File: src/rtl/uart_tx_feeder.sv
// uart_tx_feeder - byte FIFO plus launch sequencer feeding one frame at a time into uart_tx.
// Holds each launch until the transmitter reports done, with optional idle gap and ack timeout.
module uart_tx_feeder #(
  parameter int DEPTH       = 16,
  parameter int AW          = 4,
  parameter int GAP_CLKS    = 0,
  parameter int ACK_TIMEOUT = 1023
) (
  input  logic          clk,
  input  logic          rst_n,
  input  logic          in_valid,
  input  logic [7:0]    in_data,
  output logic          in_ready,
  input  logic          flush,
  output logic          tx_activate,
  output logic [7:0]    tx_data,
  input  logic          tx_active,
  input  logic          tx_done,
  output logic [AW:0]   level,
  output logic          busy,
  output logic          overflow,
  output logic          ack_err
);

  localparam int ACW = (ACK_TIMEOUT > 1) ? $clog2(ACK_TIMEOUT + 1) : 1;
  localparam int GCW = (GAP_CLKS > 1) ? $clog2(GAP_CLKS + 1) : 1;
  localparam logic [ACW-1:0] ACK_LAST = ACW'((ACK_TIMEOUT > 0) ? ACK_TIMEOUT - 1 : 0);
  localparam logic [GCW-1:0] GAP_LAST = GCW'((GAP_CLKS > 0) ? GAP_CLKS - 1 : 0);
  localparam logic [AW:0]    FULL     = (AW + 1)'(DEPTH);

  typedef enum logic [2:0] {
    S_IDLE      = 3'd0,
    S_LAUNCH    = 3'd1,
    S_WAIT_ACK  = 3'd2,
    S_WAIT_DONE = 3'd3,
    S_WAIT_REL  = 3'd4,
    S_GAP       = 3'd5
  } state_t;

  state_t          state_q;
  logic [7:0]      mem [DEPTH];
  logic [AW-1:0]   wr_ptr_q, wr_ptr_d;
  logic [AW-1:0]   rd_ptr_q, rd_ptr_d;
  logic [AW:0]     level_q, level_d;
  logic            rdy_en_q;
  logic            overflow_q, overflow_d;
  logic            ack_err_q;
  logic [ACW-1:0]  ack_cnt_q;
  logic [GCW-1:0]  gap_cnt_q;
  logic            tx_activate_q;
  logic [7:0]      tx_data_q;
  logic            push, pop, full, ack_expire;

  // rdy_en_q keeps in_ready low until the first edge after reset release
  assign full       = (level_q == FULL);
  assign in_ready   = rdy_en_q & (level_q < FULL) & ~flush;
  assign push       = in_valid & in_ready;
  assign pop        = (state_q == S_IDLE) & (level_q != '0) & ~tx_active & ~tx_done & ~flush;
  assign ack_expire = (state_q == S_WAIT_ACK) & ~tx_active & (ack_cnt_q >= ACK_LAST);

  always_comb begin
    wr_ptr_d   = wr_ptr_q;
    rd_ptr_d   = rd_ptr_q;
    level_d    = level_q;
    overflow_d = overflow_q;
    if (flush) begin
      wr_ptr_d   = '0;
      rd_ptr_d   = '0;
      level_d    = '0;
      overflow_d = 1'b0;
    end else begin
      if (push) wr_ptr_d = wr_ptr_q + 1'b1;
      if (pop)  rd_ptr_d = rd_ptr_q + 1'b1;
      case ({push, pop})
        2'b10:   level_d = level_q + 1'b1;
        2'b01:   level_d = level_q - 1'b1;
        default: level_d = level_q;
      endcase
      if (rdy_en_q & in_valid & full) overflow_d = 1'b1;
    end
  end

  always_ff @(posedge clk) begin
    if (push) mem[wr_ptr_q] <= in_data;
  end

  always_ff @(posedge clk or negedge rst_n) begin
    if (!rst_n) begin
      wr_ptr_q   <= '0;
      rd_ptr_q   <= '0;
      level_q    <= '0;
      overflow_q <= 1'b0;
      rdy_en_q   <= 1'b0;
    end else begin
      wr_ptr_q   <= wr_ptr_d;
      rd_ptr_q   <= rd_ptr_d;
      level_q    <= level_d;
      overflow_q <= overflow_d;
      rdy_en_q   <= 1'b1;
    end
  end

  always_ff @(posedge clk or negedge rst_n) begin
    if (!rst_n) begin
      state_q       <= S_IDLE;
      tx_activate_q <= 1'b0;
      tx_data_q     <= 8'h00;
      ack_cnt_q     <= '0;
      gap_cnt_q     <= '0;
      ack_err_q     <= 1'b0;
    end else begin
      case (state_q)
        S_IDLE: begin
          tx_activate_q <= 1'b0;
          if (pop) begin
            state_q       <= S_LAUNCH;
            tx_activate_q <= 1'b1;
            tx_data_q     <= mem[rd_ptr_q];
          end
        end
        S_LAUNCH: begin
          tx_activate_q <= 1'b0;
          ack_cnt_q     <= '0;
          state_q       <= S_WAIT_ACK;
        end
        S_WAIT_ACK: begin
          if (tx_active)       state_q   <= S_WAIT_DONE;
          else if (ack_expire) state_q   <= S_IDLE;
          else                 ack_cnt_q <= ack_cnt_q + 1'b1;
        end
        S_WAIT_DONE: begin
          if (tx_done) state_q <= S_WAIT_REL;
        end
        S_WAIT_REL: begin
          if (!tx_done) begin
            gap_cnt_q <= '0;
            state_q   <= (GAP_CLKS > 0) ? S_GAP : S_IDLE;
          end
        end
        S_GAP: begin
          if (gap_cnt_q >= GAP_LAST) state_q   <= S_IDLE;
          else                       gap_cnt_q <= gap_cnt_q + 1'b1;
        end
        default: begin
          state_q       <= S_IDLE;
          tx_activate_q <= 1'b0;
        end
      endcase
      if (flush)           ack_err_q <= 1'b0;
      else if (ack_expire) ack_err_q <= 1'b1;
    end
  end

  assign tx_activate = tx_activate_q;
  assign tx_data     = tx_data_q;
  assign level       = level_q;
  assign busy        = (state_q != S_IDLE) | (level_q != '0);
  assign overflow    = overflow_q;
  assign ack_err     = ack_err_q;

endmodule

File: config.mk
export PLATFORM = sky130hd
export DESIGN_NAME = uart_tx_feeder
export DESIGN_NICKNAME = d
export VERILOG_FILES = /design/src/rtl/uart_tx_feeder.sv
export SDC_FILE = /design/constraint.sdc
export NUM_CORES = 1
export LEC_CHECK = 0
export ABC_AREA = 1
export ABC_CLOCK_PERIOD_IN_PS = 2600
export CAP_MARGIN = 25
export CORE_MARGIN = 3
export CORE_UTILIZATION = 50
export CTS_CLUSTER_SIZE = 12
export DETAILED_ROUTE_END_ITERATION = 6
export HOLD_SLACK_MARGIN = 0.1
export PLACE_DENSITY = 0.72
export SLEW_MARGIN = 0
export SYNTH_ARGS = -nofsm -noshare
export SYNTH_HDL_FRONTEND = slang
export SYNTH_SLANG_ARGS = --single-unit
File: constraint.sdc
create_clock -name clk -period 2.6 [get_ports clk]
set_input_delay 0.52 -clock clk [delete_from_list [all_inputs] [get_ports clk]]
set_output_delay 0.52 -clock clk [all_outputs]
set_load 0.02 [all_outputs]
Word-level counts from Yosys, hierarchy flattened
Memory sizes are Yosys's and may differ from the RTL's. A register that Yosys moved wholly into a read port is not among the register bits.
Cells that the tools add are included.
{"block": "word_totals", "mem_bits_ro": 0, "mem_count": 1, "latch_bits": 0, "output_inout_bits": 18, "ff_bits": 31, "wordCells": 94, "input_bits": 14, "mem_bits_rw": 128}
{"name": "mem", "words": 16, "word_bits": 8, "rd": 1, "rd_ports_with_merged_regs": 1, "write_ports": 1, "line_no": "41", "text": "logic [7:0] mem [DEPTH];"}
{"block": "op_classes", "div_mod_pow": 0, "bitwise": 15, "add_sub_neg": 6, "muxes": 27, "eq_ne": 16, "n_lt_le_gt_ge": 3, "n_shift": 0, "multipliers": 0, "n_reduce_logical": 16}
{"operator": "$mux W10", "n": 2}
{"operator": "$pmux W10 S2", "n": 1}
{"operator": "$mux W3", "n": 6}
{"operator": "$pmux W3 S6", "n": 1}
{"operator": "$mux W4", "n": 4}
{"operator": "$ne A2 B2 Y1 const B", "n": 7}
{"operator": "$reduce_bool A2 Y1", "n": 6}
{"operator": "$and A1 B1 Y1", "n": 11}
{"operator": "$add A10 B1 Y10 const B", "n": 1}
{"operator": "$ge A10 B10 Y1 const B", "n": 1}
{"operator": "$pmux W5 S2", "n": 1}
{"operator": "$mux W1", "n": 9}
{"operator": "$add A4 B1 Y4 const B", "n": 2}
{"operator": "$eq A3 B2 Y1 const B", "n": 2}
{"operator": "$eq A3 B3 Y1 const B", "n": 2}
{"operator": "$reduce_and A3 Y1", "n": 2}
{"operator": "$reduce_bool A3 Y1", "n": 2}
{"operator": "$add A5 B1 Y5 const B", "n": 1}
{"operator": "$eq A5 B5 Y1 const B", "n": 1}
{"operator": "$lt A5 B5 Y1 const B", "n": 1}
{"operator": "$mux W5", "n": 1}
{"operator": "$reduce_and A5 Y1", "n": 1}
{"operator": "$reduce_bool A5 Y1", "n": 1}
{"operator": "$sub A5 B1 Y5 const B", "n": 1}
{"operator": "13 further kinds", "n": 16}

Logic depth before layout (Yosys ltp)
{"block": "logic_depth", "depth_word": 8, "ltp_mapped": 15, "ltp_nobuf": 15}

Worst setup path after synthesis
No wires, ideal clock.
{"block": "synth_path", "kind": "register -> register", "startpoint": "register level_q[4] (netlist: level[4])", "endpoint": "memory mem[3][0] (enable)", "stages_incl_launch_ff": 6, "arrival_time_ns": 1.898, "t_required_ns": 2.230, "setup_time_ns": 0.370, "n_path_buf": 0, "slack_ns": 0.332, "cell_sequence": "dfrtp_1 > nor3_1 > nand2_1 > inv_1 > nand2_1 > nor2_1"}
{"block": "synth_via", "elab_chain_len": 6}
{"element": "start: declaration", "line_no": "44", "text": "logic [AW:0] level_q, level_d;"}
{"element": "start signal: assignment", "line_no": "97", "text": "level_q <= level_d;"}
{"element": "$lt A5 B5 Y1", "line_no": "56", "text": "assign in_ready = rdy_en_q & (level_q < FULL) & ~flush;"}
{"element": "$and A1 B1 Y1 (2 in series)", "line_no": "56"}
{"element": "via in_ready", "line_no": "13", "text": "output logic in_ready,"}
{"element": "$and A1 B1 Y1", "line_no": "57", "text": "assign push = in_valid & in_ready;"}
{"element": "$mux W1", "line_no": "84", "text": "if (push) mem[wr_ptr_q] <= in_data;"}
{"element": "$mux W1 (not written as such)", "line_no": "84"}
{"element": "end: declaration", "line_no": "41"}
The timed path passes the listed nets, and every way through them passes these cells.

Worst setup path after layout
{"block": "layout_path", "startpoint": "register level_q[0] (netlist: level[0])", "endpoint": "output port busy"}
{"block": "layout_via", "elab_chain_len": 2}
{"element": "$reduce_bool A5 Y1", "line_no": "157", "text": "assign busy = (state_q != S_IDLE) | (level_q != '0);"}
{"element": "$or A1 B1 Y1", "line_no": "157"}
{"element": "end: declaration", "line_no": "20", "text": "output logic busy,"}
Every way passes these cells.

==> results.py <==
metrics = {
    "layout": {
        "final_nets": 725,
        "antennaDiodeCount": 0,
        "areaGrowthSynthToFinish_pct": 16.1,
        "fillerInstances": 1067,
        "layoutNonFillerInstCount": 893,
        "multiInputGateArea_um2": 2130,
        "seq_cell_area_um2": 4800,
        "drive_above_1_share_pct": 10.7,
    },
    "setup_path": {
        "critical_path_class": "flip-flop to output pin",
        "worstRegToRegCells": 7,
        "rrSetupSlack_ns": 0.52,
        "launching_element_type_of_the_critical_path": "flip-flop",
        "arrival_ns": 1.93,
        "critical_path.reg2reg.startpoint": "rd_ptr_q[0]",
        "worst-path-max-fanout": 6,
        "worstReg2RegEnd": "tx_data[7]",
        "cp-end-kind": "output pin",
        "worstPathRequired_ns": 2.08,
    },
    "sta": {
        "final-setup-viol-count": 0,
        "final-max-slew-violation-count": 0,
        "final-hold-violation-count": 0,
        "timing.clock.skew_ns": 0.00466,
        "fmax_mhz": 409,
        "grt_setup_unrepaired": "no",
        "setup_total_negative_slack_ns": 0,
        "slew_headroom_pct": 42.3,
        "post-route-period-util_pct": 94.1,
        "final_min_period_ns": 2.45,
        "least_setup_slack_across_all_paths_after_layout_ns": 0.154,
        "fin_hold_ws_ns": 0.197,
        "tightest_slew_ns": 0.865,
    },
    "min_path": {
        "worst_hold_path_type": "input port to async pin",
    },
    "floorplanning": {
        "row_count": 43,
        "die_h_um": 126,
        "die-area_um2": 16000,
        "pin_count": 32,
        "placeableCoreArea_um2": 14000,
        "die_width_um": 126,
        "start_util_pct": 51.6,
    },
    "detailed_routing": {
        "wl_mm": 16.0,
        "met3_wirelength_mm": 1.01,
        "m1WireLength_mm": 6.81,
        "drc": 0,
        "viasPerCell": 5.69,
        "antenna_left": 0,
        "highest_layer": "met4",
        "drtIter0Drc": 483,
        "met2WireLength_mm": 7.86,
        "drtPass1Iterations": 5,
        "wl_per_cell_um": 17.9,
        "vias": 5083,
    },
    "global_route": {
        "grt_max_degree": 68,
        "global_route_wire_length_before_repair_mm": 25.8,
        "initial_antenna_violation_count": 0,
        "grt_overflow": 0,
        "via_count_of_the_first_global_routing_pass": 5055,
        "gr-usage-all-layers_pct": 20.7,
    },
    "synth": {
        "synth-warning-count": 0,
        "synth_seq_area_share_pct": 66.2,
        "synthMostInstantiatedCell": "nor2_1",
        "cells_after_synth": 653,
        "synth_enable_flop_cells": 128,
        "async_sr_flop_fraction_pct": 22.9,
        "synth_area_leader_cell": "edfxtp_1",
        "post-synth-top-area-fraction_pct": 53.1,
        "syn_area_per_cell_um2": 11.1,
        "number_of_different_library_cells_in_the_post_synthesis_netlist": 39,
        "syn_area_um2": 7240,
        "synthTopCellsByCount": "131 x nor2_1, 128 x edfxtp_1, 87 x o21ai_0",
        "ys_seq_elements": 166,
        "synthFlopType": "edfxtp_1",
        "syn-num-nets": 678,
        "synth_area_leaders": "edfxtp_1 53%, dfrtp_1 13%, nor2_1 6.8%",
    },
    "power": {
        "fin_total_pwr_mw": 6.89,
        "switching_share_pct": 28.0,
        "power_frac_comb_pct": 18.2,
        "clock_power_share_pct": 36.3,
        "netSwitchingPower_mw": 1.93,
        "power.static_leakage_nw": 3.04,
        "power_report.internal_total_mw": 4.96,
        "peakVddDrop_mv": 0.372,
        "cellPowerDensity_nw_per_um2": 818,
        "power_frac_seq_pct": 45.5,
    },
    "placed_design": {
        "place_ws_ns": 0.119,
        "placed_cells_incl_taps": 861,
        "port-buffer-count": 31,
        "dp.final_hpwl_mm": 10.3,
        "final_wtd_congestion": 0.926,
    },
    "clock_tree": {
        "cts_inserted_buffers": 17,
        "cts-root-buf": "clkbuf_16",
        "post_cts_hold_buffer_count": 0,
        "cts.sink_count": 166,
        "cts_resized": 0,
        "postCtsSetupRepairBufs": 0,
        "tritoncts": "done",
        "clk_pin_slew_ns": 0.06,
        "clock_insertion_delay_worst_skew_ns": 0.42,
        "cts_max_path_buffers": 2,
        "clock_tree.htree_level_count": 4,
    },
    "job": {
        "maxCapViolations": 0,
    },
    "outcome": {
        "status": "finished clean",
    },
}
## routing by layer
layer  up-vias  GRT usage (%)
li1       2401              -
met1      2472           27.9
met2       182           33.0
met3        28           4.97
met4         0           7.70
met5         -              0
## placed cells by master (no fill, tap or decap), drive strengths merged, types with 10 or more instances in the layout
cell,instances
nor2,136
edfxtp,128
o21ai,98
nand2,58
inv,46
dfrtp,38
nand3,35
o211ai,32
clkdlybuf4s50,30
buf,26
clkbuf,19
ha,11
nand4,10
## cells by family after synthesis
kind of cell | count (synthesis) | share of synthesized area (%)
buf+inv | 74 | 4.47
simple gates | 249 | 14.8
fa+ha+maj | 11 | 1.90
flops | 166 | 66.2
xor+xnor | 4 | 0.484
compound gates | 148 | 12.1
other cells | 1 | 0.0518
## sequential cells by signal, indices dropped and copies added (netlist names)
name         cells
state_q          3
rdy_en_q         1
tx_activate      1
tx_data          8
ack_cnt_q       10
overflow         1
rd_ptr_q         4
level            5
mem            128
wr_ptr_q         4
ack_err          1
## metrics by stage
step	area (µm²)	util (%)
after detailed placement	7830	55.7
after CTS	8410	59.9
after global routing	8410	59.9
after global placement	7830	55.7
final	8410	59.9
after floorplan	7240	-
## cell type report
type | instances | share of cell area (%)
Tap cell | 180 | 2.68
Clock buffer | 19 | 5.15
Clock inverter | 13 | 1.83
Inverter | 46 | 2.07
Multi-Input combinational cell | 413 | 25.3
Timing Repair Buffer | 56 | 6.01
Sequential cell | 166 | 57.0
## worst max path at each step
stage / depth (start not counted) / start / end / slack, ns
2_1_floorplan: 5 / level[4] / mem[3][0] / 0.33
3_3_place_gp: 13 / tx_active / level[4] / 0.21
3_5_place_dp: 13 / tx_active / level[4] / 0.12
4_1_cts: 5 / level[0] / busy / 0.15
5_1_grt: 5 / level[0] / busy / 0.04
6_report: 5 / level[0] / busy / 0.15
## worst max-delay path, cell delays in order (launching register included)
cell	delay, ns
dfrtp_1	0.46
nor2_1	0.17
nand2_1	0.10
nor2_2	0.16
nand2_1	0.07
clkdlybuf4s50_1	0.54
## power groups by stage
stage / clock [mW] / combinational (mW) / sequential (mW)
2_1_floorplan: 0 / 0.732 / 3.25
3_3_place_gp: 0 / 1.21 / 3.19
3_5_place_dp: 0 / 1.25 / 3.19
4_1_cts: 2.53 / 1.25 / 3.14
5_1_grt: 2.63 / 1.37 / 3.16
6_report: 2.50 / 1.25 / 3.14
Power figures use the tool's default switching activity.
